**config.mk**
```make
export PLATFORM = sky130hd
export DESIGN_NAME = key_loader_flat
export DESIGN_NICKNAME = d
export VERILOG_FILES = /design/src/rtl/key_loader_pkg.sv /design/src/rtl/key_loader_if.sv /design/src/rtl/key_shift_reg.sv /design/src/rtl/key_loader.sv /design/src/flat_wrapper.sv
export SDC_FILE = /design/constraint.sdc
export NUM_CORES = 1
export LEC_CHECK = 0
export BUFFER_PORTS_ARGS = -buffer_cell sky130_fd_sc_hd__buf_2
export CORE_MARGIN = 2
export CORE_UTILIZATION = 57
export DETAILED_ROUTE_END_ITERATION = 16
export PLACE_DENSITY = 0.83
export SLEW_MARGIN = 30
export SYNTH_ARGS = -nofsm -noshare
export SYNTH_HDL_FRONTEND = slang
export SYNTH_SLANG_ARGS = --single-unit
```
**constraint.sdc**
```tcl
create_clock -name CK -period 2.43 [get_ports CK]
set_input_delay 0.6075 -clock CK [delete_from_list [all_inputs] [get_ports CK]]
set_output_delay 0.6075 -clock CK [all_outputs]
set_load 0.1 [all_outputs]
```
**src/rtl/key_loader_pkg.sv**
```systemverilog
// key_loader_pkg: shared types and helpers for the key loader
package key_loader_pkg;

   typedef enum logic [2:0] {SHIFT, CHECK, SETTLE, READY, ERROR} state_t;

   function automatic int cnt_w(input int key_w);
      return $clog2(key_w + 1);
   endfunction

   function automatic logic parity(input logic [31:0] frame);
      return ^frame;
   endfunction

endpackage

```
**src/rtl/key_loader_if.sv**
```systemverilog
// key_loader_if: serial key beat stream with valid/ready handshake
interface key_loader_if;
   logic key_sdi;
   logic key_svalid;
   logic key_sready;
   modport master (output key_sdi, output key_svalid, input key_sready);
   modport slave (input key_sdi, input key_svalid, output key_sready);
endinterface

```
**src/rtl/key_shift_reg.sv**
```systemverilog
// key_shift_reg: serial-in frame register, LSB first, parity lands in the top bit
module key_shift_reg #(
   parameter int W = 2
) (
   input  logic         CK,
   input  logic         RN,
   input  logic         en,
   input  logic         clr,
   input  logic         sdi,
   output logic [W-1:0] key,
   output logic         par
);

   logic [W:0] sr;

   // new beats enter at the top so the first bit ends at index 0
   always_ff @(posedge CK or negedge RN)
      if (!RN) sr <= '0;
      else if (clr) sr <= '0;
      else if (en) sr <= {sdi, sr[W:1]};

   assign key = sr[W-1:0];
   assign par = sr[W];

endmodule

```
**src/rtl/key_loader.sv**
```systemverilog
// key_loader: receives a parity-checked serial key and drives the locked netlist key bus
module key_loader
   import key_loader_pkg::*;
#(
   parameter int             KEY_W      = 2,
   parameter logic [KEY_W-1:0] SAFE_KEY = '0,
   parameter int             SETTLE_CYC = 4
) (
   input  logic             CK,
   input  logic             RN,
   key_loader_if.slave      ks,
   input  logic             reload,
   output logic [KEY_W-1:0] keyinput,
   output logic             key_valid,
   output logic             key_err
);

   localparam int CW = cnt_w(KEY_W);

   state_t           state;
   logic [CW-1:0]    bcnt;
   logic [7:0]       scnt;
   logic [KEY_W-1:0] key;
   logic             par;
   logic             xfer;

   assign xfer = ks.key_svalid & ks.key_sready & ~reload;

   key_shift_reg #(.W(KEY_W)) u_sr (
      .CK  (CK),
      .RN  (RN),
      .en  (xfer),
      .clr (reload),
      .sdi (ks.key_sdi),
      .key (key),
      .par (par)
   );

   // frame sequencing, parity check, settle timing and registered outputs
   always_ff @(posedge CK or negedge RN)
      if (!RN) begin
         state         <= SHIFT;
         keyinput      <= SAFE_KEY;
         key_valid     <= 1'b0;
         key_err       <= 1'b0;
         ks.key_sready <= 1'b1;
         bcnt          <= '0;
         scnt          <= '0;
      end else if (reload) begin
         state         <= SHIFT;
         keyinput      <= SAFE_KEY;
         key_valid     <= 1'b0;
         key_err       <= 1'b0;
         ks.key_sready <= 1'b0;
         bcnt          <= '0;
      end else
         case (state)
            SHIFT: begin
               ks.key_sready <= 1'b1;
               if (xfer) begin
                  if (bcnt == CW'(KEY_W)) begin
                     state         <= CHECK;
                     bcnt          <= '0;
                     ks.key_sready <= 1'b0;
                  end else bcnt <= bcnt + CW'(1);
               end
            end
            CHECK: begin
               if (parity(32'({par, key}))) begin
                  state   <= ERROR;
                  key_err <= 1'b1;
               end else begin
                  state    <= SETTLE;
                  keyinput <= key;
                  scnt     <= 8'(SETTLE_CYC - 1);
               end
            end
            SETTLE: begin
               if (scnt == 8'd0) begin
                  state     <= READY;
                  key_valid <= 1'b1;
               end else scnt <= scnt - 8'd1;
            end
            default: ;
         endcase

endmodule

```
**src/flat_wrapper.sv**
```systemverilog
// flat-port wrapper written by rule: the top's interface ports become plain ports
module key_loader_flat import key_loader_pkg::*;
#(
   parameter int             KEY_W      = 2,
   parameter logic [KEY_W-1:0] SAFE_KEY = '0,
   parameter int             SETTLE_CYC = 4
)
  (CK, RN, reload, keyinput, key_valid, key_err, ks_key_sdi, ks_key_svalid, ks_key_sready);
  key_loader_if ks_i ();
  input  logic CK;
  input  logic RN;
  input  logic reload;
  output logic [KEY_W-1:0] keyinput;
  output logic key_valid;
  output logic key_err;
  input wire logic [$bits(ks_i.key_sdi)-1:0] ks_key_sdi;
  input wire logic [$bits(ks_i.key_svalid)-1:0] ks_key_svalid;
  output wire logic [$bits(ks_i.key_sready)-1:0] ks_key_sready;
  assign ks_i.key_sdi = ks_key_sdi;
  assign ks_i.key_svalid = ks_key_svalid;
  assign ks_key_sready = ks_i.key_sready;
  key_loader #(.KEY_W(KEY_W), .SAFE_KEY(SAFE_KEY), .SETTLE_CYC(SETTLE_CYC)) u_core (.CK(CK), .RN(RN), .ks(ks_i), .reload(reload), .keyinput(keyinput), .key_valid(key_valid), .key_err(key_err));
endmodule
```
# Word level (Yosys, flattened, before mapping)
# Index checks and enable logic that the tools add are counted.
# totals
output_inout_bits	5
ff_bits	21
wordCells	67
in_bits	5
# op_classes
addsub	2
bitwise	3
n_reduce_logical	17
mux	28
eq_ne	9
# op_table
operator	n
32-bit XOR reduction	1
3-bit 2-to-1 mux	7
8-bit 2-to-1 mux	2
8-bit case mux with 2 select lines	1
2-bit 2-to-1 mux	7
2-bit nonzero test	7
1-bit 2-to-1 mux	10
3-bit case mux with 3 select lines	1
8-bit logical NOT	1
2-bit AND reduction	4
4-bit AND reduction	2
8-bit by 1-bit subtractor with 8-bit output (second input constant)	1
2-bit inequality test (second input constant)	3
3-bit by 2-bit inequality test with 1-bit output (second input constant)	2
4-bit nonzero test	1
3-bit by 1-bit == test with 1-bit output (second input constant)	1
3-bit by 2-bit == test with 1-bit output (second input constant)	1
3-bit logical NOT	1
3-bit inequality test (second input constant)	1
2-bit by 1-bit adder with 2-bit output (second input constant)	1
1-bit bitwise AND	2
2-bit == test (second input constant)	1
1-bit inverter	1

# Depth between registers and ports, before layout
# Gate-level depths: netlist of the first run.
# depth
depth_word	5
ltp_mapped	7
ltp_nobuf	6

# Hierarchy
# Synthesis of the first run repeated with hierarchy kept, for this count alone.
# unflattened
hier_cells	116
area_unflattened_um2	1134.8
# by_module_without_submodules
mod	instances	area_each_um2	seq_area_each_um2	cells_per_inst
key_loader	1	1018.5	451.7	107
key_shift_reg	1	116.4	75.1	9

# Worst setup path after synthesis of the first run
# No wires, ideal clock.
# synth_timing
path_kind	reg2reg
from	register u_core.ks.key_sready
to	register u_core.state[0]
setup_time_ps	125
n_path_buf	0
stages_incl_launch_ff	5
synth_period_minus_slack_ps	1779
slack_ps	651
required_time_ps	2305
t_arrival_ps	1653
path_cell_list	dfstp_2 > nand2_1 > nor3b_1 > a211oi_1 > a2111oi_0
# synth_via
elab_chain_cells	4
# synth_lines
element	line	text
start: declaration	key_loader_if.sv:7	modport slave (input key_sdi, input key_svalid, output key_sready);
start signal: assignment	key_loader.sv:46	ks.key_sready <= 1'b1;
start signal: assignment	key_loader.sv:54	ks.key_sready <= 1'b0;
start signal: assignment	key_loader.sv:59	ks.key_sready <= 1'b1;
1-bit bitwise AND (2 in series)	key_loader.sv:27	assign xfer = ks.key_svalid & ks.key_sready & ~reload;
3-bit inequality test (no source line)	-	
4-bit AND reduction (no source line)	-	
end signal: assignment	key_loader.sv:42	state <= SHIFT;
end signal: assignment	key_loader.sv:50	state <= SHIFT;
end signal: assignment	key_loader.sv:62	state <= CHECK;
end: declaration	key_loader.sv:20	state_t state;
# No other way between the ends.
# A chain may end at the register's enable or synchronous reset.

# Worst setup path after layout of the first run
# layout_timing
from	register u_core.u_sr.sr[1]
to	register u_core.scnt[1]
# layout_via
elab_chain_cells	3
# layout_lines
element	line	text
start: declaration	key_shift_reg.sv:14	logic [W:0] sr;
start signal: assignment	key_shift_reg.sv:20	else if (en) sr <= {sdi, sr[W:1]};
32-bit XOR reduction	key_loader_pkg.sv:11	return ^frame;
2-bit inequality test (no source line)	-	
4-bit AND reduction (no source line)	-	
end signal: assignment	key_loader.sv:75	scnt <= 8'(SETTLE_CYC - 1);
end signal: assignment	key_loader.sv:82	end else scnt <= scnt - 8'd1;
end: declaration	key_loader.sv:22	logic [7:0] scnt;
# No other way between the ends.

==> results of run 1 <==
-- cell families after synthesis --
family,share of synthesized area
flip-flops,0.474
multiplexers,0.0101
adder cells (fa/ha/maj),0.0225
buffers and inverters,0.0540
XOR/XNOR,0.0540
AND/OR/NAND/NOR,0.183
AO/OA/AOI/OAI,0.202
-- where the power goes --
part	leakage, nW	switching (mW)	internal (mW)	total (mW)
logic	0.209	0.142	0.0856	0.227
registers	0.278	0.0633	0.403	0.467
clock network	0.0177	0.104	0.0613	0.165
-- path summary, 6_finish.rpt --
check                                         startpoint                                to  cells past startpoint
setup reg to reg           u_core.u_sr.sr[1]$_DFFE_PN0P_        u_core.scnt[1]$_DFFE_PN0P_                      4
hold / removal                                        RN    u_core.keyinput[0]$_DFFE_PN0P_                      1
hold reg to reg               u_core.scnt[7]$_DFFE_PN0P_        u_core.scnt[7]$_DFFE_PN0P_                      1
min in group CK               u_core.scnt[7]$_DFFE_PN0P_        u_core.scnt[7]$_DFFE_PN0P_                      1
max in group asynchronous                             RN  u_core.ks.key_sready$_DFFE_PN1P_                      1
setup / recovery           u_core.u_sr.sr[1]$_DFFE_PN0P_        u_core.scnt[1]$_DFFE_PN0P_                      4
-- worst register-to-register path, delay by kind of cell (launching register included) --
kind             cells  cell delay (ns)
XOR/XNOR             1             0.52
flip-flops           1             0.45
AO/OA/AOI/OAI        2             0.58
AND/OR/NAND/NOR      1             0.34
-- state kept, by name, summed over array words and instances (netlist names) --
name,count
u_core.bcnt,2
u_core.u_sr.sr,3
u_core.key_err,1
u_core.keyinput,2
u_core.key_valid,1
u_core.state,3
u_core.ks.key_sready,1
u_core.scnt,8
-- metrics by stage --
step	setup WS, ns	power [mW]	hold WS (ns)
floorplan	0.651	0.636	0.312
global placement	0.496	0.683	0.491
detailed placement	0.426	0.698	0.495
CTS	0.427	0.862	0.243
global route	0.309	0.919	0.261
finish	0.415	0.859	0.231
-- cell type report --
cell class                 count  area (sq um)  share of cell area
clock buffer                   3          22.5              0.0189
clock inverter                 1          5.00             0.00421
inverter                       7          26.3              0.0221
multi-input combinational     82           526               0.442
sequential                    21           527               0.443
tap                           25          31.3              0.0263
timing repair buffer          10          52.6              0.0442
-- metal layers --
metal	vias to the layer above	global-route usage	routed length [um]
met2	14	0.334	954
li1	430	-	-
met1	411	0.293	1010
met5	-	0	0
met4	0	0.0757	10
met3	2	0.0370	58
-- cells in the mapped netlist --
cell type,number
dfrtp_1,20
a21oi_1,14
nand2_1,9
nor2_1,9
nand3_1,8
inv_1,7
a31oi_1,6
o21ai_0,4
xnor2_1,4
buf_2,3
nor3_1,3
nor3b_1,3
a211oi_1,2
a22o_1,2
buf_4,2
ha_1,2
nor2b_1,2
a2111oi_0,1
a2111oi_4,1
and2_1,1
clkbuf_1,1
dfstp_2,1
mux2_2,1
nand2b_1,1
nor4_1,1
nor4b_1,1
o211ai_1,1
o21a_1,1
o21ai_1,1
o41ai_1,1
or3b_2,1
or4b_1,1
xor3_2,1
==> results.yml, run 1 <==
worst_setup_path:
  cp_data_arrival_time_ns: 2.19
  timing.critical_path.from_type: "register"
  rrSetupSlack_ns: 0.41
  worstPathCellList: "xor3_2 > a2111oi_4 > and2_1 > a31oi_1"
  cpPeakStageDelay_ns: 0.52
  critical-path-top-delay-family: "compound AO/OA/AOI/OAI gates"
  crit_fanout: 6
  end_kind: "register"
  crit_type: "reg -> reg"
  worst_path_buf_inv: 0
  cp.required_ns: 2.60
  cpMaxStageDelayCell: "xor3_2"
global_route:
  via_count_of_the_first_global_routing_pass: 784
  grt_util_all_layers: 0.212
  grt_pass1_wl_mm: 3.44
  grt_overflow_total: 0
  antenna_violations_before_repair: 0
  pin_count_of_the_biggest_net_entering_global_routing: 22
sta:
  grt_setup_unrepaired: "no"
  final-max-slew-violation-count: 0
  slew_headroom: 0.456
  worst-slew-pin-transition_ns: 0.809
  hold_viol_final: 0
  fin_tns_setup_ns: 0
  final_period_minus_worst_setup_slack_ns: 2.02
  timing.fmax_mhz: 496
  report.final.setup_viol: 0
  fin_crit_sh: 0.829
  fin_worst_skew_ns: 0.0126
finish:
  fin_nets: 132
  stdcell_count: 149
  layout.core_utilization: 0.667
  commonest_non_fill_non_tap_cells_in_the_layout: "dfrtp_1, a21oi_1, nand2_1, nor2_1, buf_2"
  area_growth_pct: 6.97
  layout.cells.most_common: "dfrtp_1"
  final_layout_size_suffix_gt1_frac: 0.153
  finished_cell_area_sq_mm: 0.00119
  fillers: 146
  antenna_cells: 0
clock_tree:
  cts_max_level: 1
  cts.root.buffer_cell: "clkbuf_4"
  cts-buffers-inserted: 3
  clock_transition_time_at_the_flip_flop_clock_pins_of_the_worst_setup_and_hold_paths_ns: 0.12
  numClockSinks: 21
  tritoncts: "built"
  clk-insertion-delay-late_ns: 0.30
  cts_post_setup_buffers_inserted: 0
  cts_hold_buffers: 0
  maximum_root_to_sink_buffer_count: 2
  post_cts.resized_instances: 0
floorplan:
  num_io_pins: 10
  die_area_sq_mm: 0.00232
  floorplan_core_area_sq_mm: 0.00178
  initial_utilization: 0.624
  floorplan.die.width_um: 48.2
  cell_rows: 15
  die_height_um: 48.2
routing:
  finalWirelength_mm: 2.03
  antenna_left: 0
  average_via_count_per_standard_cell: 5.75
  drt_pass1_iterations: 4
  count_of_routing_violations_after_the_opening_detailed_route_iteration: 12
  total_drc_errors_in_the_routed_layout: 0
  routed_wire_length_per_instance_um: 13.7
  via_count: 857
place:
  gp_routability_congestion: 0.853
  port_buffers: 9
  detailed_place.area_sq_mm: 0.00116
  dp.cells: 145
  place_hpwl_mm: 1.49
synth:
  synth_nets: 123
  netlist_area_sq_mm: 0.00111
  area_share_of_the_leading_cell_type_in_the_synthesized_netlist: 0.450
  synth_warnings: 0
  ys_top_cells_by_area: "dfrtp_1, a21oi_1, nand3_1"
  gate_count_post_synth: 116
  flop_and_latch_count_out_of_synthesis: 21
  synth-seq-area-share: 0.474
  synth_largest_area_cell: "dfrtp_1"
  synth_cell_type_count: 33
  post_synth.cell_area_avg_sq_um: 9.59
power_and_ir_drop:
  irDropWorstVdd_v: 0.000596
  powerDensity_mw_per_mm2: 722
  power.static_leakage_nw: 0.505
outcome:
  run_status: "finished clean"
run:
  max-cap-violations: 0
worst_hold_path:
  holdCritPathClass: "in -> async"
Note: power is estimated with default switching activity, not from simulation.
==> inputs of run 2 (changes only) <==
--- a/config.mk
+++ b/config.mk
@@ -7,9 +7,9 @@
 export LEC_CHECK = 0
 export BUFFER_PORTS_ARGS = -buffer_cell sky130_fd_sc_hd__buf_2
 export CORE_MARGIN = 2
-export CORE_UTILIZATION = 57
+export CORE_UTILIZATION = 51
 export DETAILED_ROUTE_END_ITERATION = 16
-export PLACE_DENSITY = 0.83
+export PLACE_DENSITY = 0.79
 export SLEW_MARGIN = 30
 export SYNTH_ARGS = -nofsm -noshare
 export SYNTH_HDL_FRONTEND = slang
==> constraint.sdc (replaced) <==
create_clock -name CK -period 1.65 [get_ports CK]
set_input_delay 0.4125 -clock CK [delete_from_list [all_inputs] [get_ports CK]]
set_output_delay 0.4125 -clock CK [all_outputs]
set_load 0.1 [all_outputs]
==> run 2 against run 1 <==
  * The run now ends with setup timing left
  * Critical path depth up 1
  * Maximum frequency increased by 17%
  * Global-route usage grew 0.39 points
==> results.yml, run 2 (same netlist as run 1, synthesis figures left out) <==
global_route:
  grt_pass1_wl_mm: 4.05
  via_count_of_the_first_global_routing_pass: 892
  pin_count_of_the_biggest_net_entering_global_routing: 22
  grt_overflow_total: 0
  grt_util_all_layers: 0.216
  antenna_violations_before_repair: 0
floorplan:
  die_area_sq_mm: 0.00257
  die_height_um: 50.7
  initial_utilization: 0.556
  cell_rows: 16
  floorplan.die.width_um: 50.7
  floorplan_core_area_sq_mm: 0.00200
  num_io_pins: 10
clock_tree:
  cts_max_level: 1
  clock_transition_time_at_the_flip_flop_clock_pins_of_the_worst_setup_and_hold_paths_ns: 0.11
  cts-buffers-inserted: 3
  cts_hold_buffers: 0
  tritoncts: "built"
  numClockSinks: 21
  cts.root.buffer_cell: "clkbuf_4"
  maximum_root_to_sink_buffer_count: 2
  clk-insertion-delay-late_ns: 0.30
sta:
  fin_crit_sh: 1.05
  timing.fmax_mhz: 579
  fin_worst_skew_ns: 0.00588
  hold_viol_final: 0
  report.final.setup_viol: 6
  worst-slew-pin-transition_ns: 0.486
  final_period_minus_worst_setup_slack_ns: 1.73
  slew_headroom: 0.678
  fin_tns_setup_ns: -0.218
  worst_slack_ns: -0.0785
  final-max-slew-violation-count: 0
  grt_setup_unrepaired: "yes"
routing:
  routed_wire_length_per_instance_um: 15.1
  drt_pass1_iterations: 6
  count_of_routing_violations_after_the_opening_detailed_route_iteration: 23
  antenna_left: 0
  total_drc_errors_in_the_routed_layout: 0
  average_via_count_per_standard_cell: 5.79
  finalWirelength_mm: 2.59
  via_count: 996
worst_setup_path:
  timing.critical_path.from_type: "register"
  timing.rr.end: "u_core.scnt[7]$_DFFE_PN0P_"
  worst-r2r-cell-count: 5
  worstPathCellList: "or4b_1 > a21oi_2 > buf_4 > a31oi_1 > a31oi_2"
  rrSetupSlack_ns: -0.08
  crit_fanout: 7
  cpMaxStageDelayCell: "dfrtp_1"
  cp.required_ns: 1.88
  crit_type: "reg -> reg"
  cp_data_arrival_time_ns: 1.96
  cpPeakStageDelay_ns: 0.48
  end_kind: "register"
  worstReg2RegStart: "u_core.state[1]$_DFFE_PN0P_"
finish:
  largest_register_ffs: 8
  finished_cell_area_sq_mm: 0.00141
  commonest_non_fill_non_tap_cells_in_the_layout: "buf_4, dfrtp_1, a21oi_1"
  area_growth_pct: 27.1
  stdcell_count: 172
  reg.largest.list: "u_core.scnt x8, u_core.state x3, u_core.u_sr.sr x3"
  layout.cells.most_common: "buf_4"
  regMostFlops: "u_core.scnt"
  final_layout_size_suffix_gt1_frac: 0.338
  fin_nets: 153
  layout.core_utilization: 0.706
  antenna_cells: 0
run:
  max-cap-violations: 0
place:
  gp_routability_congestion: 0.817
  dp.cells: 166
  detailed_place.area_sq_mm: 0.00133
  port_buffers: 9
  place_hpwl_mm: 1.77
  dp_slack_ns: -0.116
outcome:
  violated_checks: "setup timing"
  run_status: "finished, violations left"
worst_hold_path:
  holdCritPathClass: "in -> async"
power_and_ir_drop:
  powerDensity_mw_per_mm2: 1050
  irDropWorstVdd_v: 0.000637
  power.static_leakage_nw: 0.623
-- run 2: cell count changes in the layout (fill, tap and decap cells not counted), sizes merged --
cell	delta
clkinv	-1
buf	+21
clkbuf	+1
-- run 2: how the worst max path moves through the flow --
stage,from,endpoint,depth (start not counted)
finish,u_core.state[1]$_DFFE_PN0P_,u_core.scnt[7]$_DFFE_PN0P_,5
global route,u_core.state[0]$_DFFE_PN0P_,u_core.scnt[7]$_DFFE_PN0P_,5
CTS,u_core.u_sr.sr[0]$_DFFE_PN0P_,u_core.scnt[7]$_DFFE_PN0P_,4
detailed placement,u_core.u_sr.sr[0]$_DFFE_PN0P_,u_core.scnt[7]$_DFFE_PN0P_,4
global placement,u_core.u_sr.sr[0]$_DFFE_PN0P_,u_core.scnt[1]$_DFFE_PN0P_,4
floorplan,u_core.u_sr.sr[2]$_DFFE_PN0P_,u_core.scnt[5]$_DFFE_PN0P_,5
-- run 2: what timing repair did --
item | CTS | global route
gates cloned | 0 | 1
resized for setup | 5 | 9
pin swaps | 2 | 1
setup buffers | 0 | 1
endpoints found under the setup margin | 7 | 11
-- run 2: power breakdown --
group | leakage, nW | switching, mW | internal [mW]
clock network | 0.0150 | 0.150 | 0.0943
logic | 0.329 | 0.293 | 0.272
registers | 0.279 | 0.0813 | 0.596
-- run 2: area by class of cell --
type / instances / area, sq um
fill: 156 / 588
multi-input combinational: 82 / 574
sequential: 21 / 531
timing repair buffer: 31 / 223
tap: 27 / 33.8
clock buffer: 4 / 26.3
inverter: 7 / 26.3
-- run 2: stage by stage --
stage | hold WS (ns) | power, mW
after floorplan | 0.117 | 0.940
after global placement | 0.383 | 1.16
after detailed placement | 0.388 | 1.19
after CTS | 0.0522 | 1.45
after global routing | 0.0779 | 1.59
final | 0.0431 | 1.49
-- run 2: critical path: cells and delay by family (launching register included) --
family	cells	cell delay [ns]
AOI/OAI and AO/OA	3	0.51
DFF	1	0.48
and+or+nand+nor	1	0.48
buffers and inverters	1	0.18
-- run 2: routing by layer --
layer / GRT usage / share of wire / routed length [um] / vias to the layer above
li1: - / - / - / 473
met1: 0.298 / 0.44 / 1140 / 489
met2: 0.346 / 0.50 / 1310 / 27
met3: 0.0536 / 0.039 / 101 / 7
met4: 0.0405 / 0.017 / 44 / 0
met5: 0 / 0 / 0 / -
==> inputs of run 3 (changes only) <==
--- a/config.mk
+++ b/config.mk
@@ -10,6 +10,7 @@
 export CORE_UTILIZATION = 51
 export DETAILED_ROUTE_END_ITERATION = 16
 export PLACE_DENSITY = 0.79
+export SKIP_LAST_GASP = 1
 export SLEW_MARGIN = 30
 export SYNTH_ARGS = -nofsm -noshare
 export SYNTH_HDL_FRONTEND = slang
==> run 3 against run 2 <==
  * Via count down 1.5%
  * Cell area shrank 1.3%
  * Setup slack improved by 0.016 ns
  * Flip-flop and latch count did not move
  * Largest cell class unchanged
  * Non-clock buffer count decreased by 1
  * Clock power hardly changed
  * Sequential share of layout area up 0.50 points
  * The run still ends with setup timing left
==> results.yml, run 3 (same netlist as run 1, synthesis figures left out) <==
clock_tree:
  cts_max_level: 1
  clk-insertion-delay-late_ns: 0.30
  clock_transition_time_at_the_flip_flop_clock_pins_of_the_worst_setup_and_hold_paths_ns: 0.11
  cts_hold_buffers: 0
  cts-buffers-inserted: 3
  maximum_root_to_sink_buffer_count: 2
  tritoncts: "built"
  cts.root.buffer_cell: "clkbuf_4"
  numClockSinks: 21
place:
  detailed_place.area_sq_mm: 0.00133
  gp_routability_congestion: 0.817
  dp_slack_ns: -0.116
  place_hpwl_mm: 1.77
  dp.cells: 166
  port_buffers: 9
power_and_ir_drop:
  power.sequential.fraction: 0.457
  powerDensity_mw_per_mm2: 1060
  power_frac_clock: 0.166
  power.static_leakage_nw: 0.616
  total_power_mw: 1.47
  cellInternalPower_uw: 958
  swShare: 0.350
  power_switching_uw: 515
  combinationalPowerShare: 0.377
  irDropWorstVdd_v: 0.000635
worst_setup_path:
  timing.critical_path.from_type: "register"
  cpMaxStageDelayCell: "dfrtp_1"
  cp_data_arrival_time_ns: 1.90
  crit_fanout: 6
  worstPathCellList: "inv_1 > ha_1 > nor4b_2 > buf_4 > a21oi_2 > buf_4 > a31oi_1 > a31oi_4"
  crit_type: "reg -> reg"
  end_kind: "register"
  cpPeakStageDelay_ns: 0.41
  path_common_cell: "buf_4"
  cp.required_ns: 1.84
finish:
  final_layout_size_suffix_gt1_frac: 0.306
  largest_register_ffs: 8
  layout.area.seq_sq_um: 531
  finished_cell_area_sq_mm: 0.00140
  antenna_cells: 0
  fin_nets: 152
  commonest_non_fill_non_tap_cells_in_the_layout: "buf_4, dfrtp_1, a21oi_1"
  area_growth_pct: 25.4
  regMostFlops: "u_core.scnt"
  fillers: 160
  reg.largest.list: "u_core.scnt x8, u_core.state x3, u_core.u_sr.sr x3"
  multi_input_area_sq_um: 563
  stdcell_count: 171
  layout.core_utilization: 0.697
sta:
  grt_setup_unrepaired: "yes"
  report.final.setup_viol: 6
  hold_viol_final: 0
  worst-slew-pin-transition_ns: 0.486
  final-max-slew-violation-count: 0
  slew_headroom: 0.678
  final_period_minus_worst_setup_slack_ns: 1.71
  timing.fmax_mhz: 584
  fin_crit_sh: 1.04
  fin_worst_skew_ns: 0.00691
  worst_slack_ns: -0.0625
routing:
  total_drc_errors_in_the_routed_layout: 0
  average_via_count_per_standard_cell: 5.74
  antenna_left: 0
  routed_wire_length_per_instance_um: 14.9
  finalWirelength_mm: 2.55
  via_count: 981
  drt_pass1_iterations: 4
  count_of_routing_violations_after_the_opening_detailed_route_iteration: 26
global_route:
  grt_pass1_wl_mm: 4.04
  antenna_violations_before_repair: 0
  grt_overflow_total: 0
  grt_util_all_layers: 0.215
  pin_count_of_the_biggest_net_entering_global_routing: 22
  via_count_of_the_first_global_routing_pass: 890
outcome:
  violated_checks: "setup timing"
  run_status: "finished, violations left"
worst_hold_path:
  holdCritPathClass: "in -> async"
floorplan:
  cell_rows: 16
  initial_utilization: 0.556
  die_height_um: 50.7
  num_io_pins: 10
  floorplan_core_area_sq_mm: 0.00200
  floorplan.die.width_um: 50.7
  die_area_sq_mm: 0.00257
run:
  max-cap-violations: 0
-- run 3: power by group through the flow --
| stage | clock [mW] | sequential, mW | combinational (mW) |
|---|---|---|---|
| finish | 0.244 | 0.674 | 0.555 |
| global route | 0.276 | 0.686 | 0.616 |
| CTS | 0.253 | 0.668 | 0.524 |
| detailed placement | 0 | 0.670 | 0.518 |
| global placement | 0 | 0.668 | 0.492 |
| floorplan | 0 | 0.690 | 0.251 |
-- run 3: metrics by stage --
| step | setup TNS [ns] | hold slack (ns) |
|---|---|---|
| global placement | -0.274 | 0.383 |
| detailed placement | -0.627 | 0.388 |
| CTS | -0.0758 | 0.0522 |
| finish | -0.237 | 0.0421 |
| global route | -1.05 | 0.0779 |
| floorplan | -0.401 | 0.117 |
-- run 3: worst paths after layout --
check	slack [ns]	endpoint	from	cells after the start
max	-0.06	u_core.scnt[7]$_DFFE_PN0P_	u_core.scnt[0]$_DFFE_PN0P_	8
min	0.04	u_core.keyinput[0]$_DFFE_PN0P_	RN	1
max reg2reg	-0.06	u_core.scnt[7]$_DFFE_PN0P_	u_core.scnt[0]$_DFFE_PN0P_	8
min reg2reg	0.52	u_core.key_err$_DFFE_PN0P_	u_core.key_err$_DFFE_PN0P_	2
max in group asynchronous	1.26	u_core.ks.key_sready$_DFFE_PN1P_	RN	1
min in group CK	0.36	u_core.u_sr.sr[2]$_DFFE_PN0P_	ks_key_sdi	3
-- run 3: worst max-delay path: cells and delay by family, from the launching register on --
kind,cells,cell delay (ns)
AOI/OAI and AO/OA,3,0.43
buffers and inverters,3,0.42
DFF,1,0.41
and+or+nand+nor,1,0.19
adders and majority gates,1,0.14
-- run 3: repair_timing --
item                                    4_1_cts  5_1_grt
gates resized for setup                       4        7
endpoints found under the setup margin        7       11
pin swaps                                     2        2
buffers inserted                              0        0
gates cloned                                  0        1
-- run 3: metal layers --
layer / vias to the layer above / track usage / share of wire
met5: - / 0 / 0
met1: 470 / 0.296 / 0.43
li1: 472 / - / -
met4: 0 / 0.0405 / 0.016
met3: 7 / 0.0536 / 0.053
met2: 32 / 0.346 / 0.50
-- run 3: area by class of cell --
type,count,share of cell area
clock buffers,4,0.0188
inverters,7,0.0188
multi-input cells,82,0.404
flip-flops and latches,21,0.380
well taps,27,0.0242
repair buffers,30,0.154
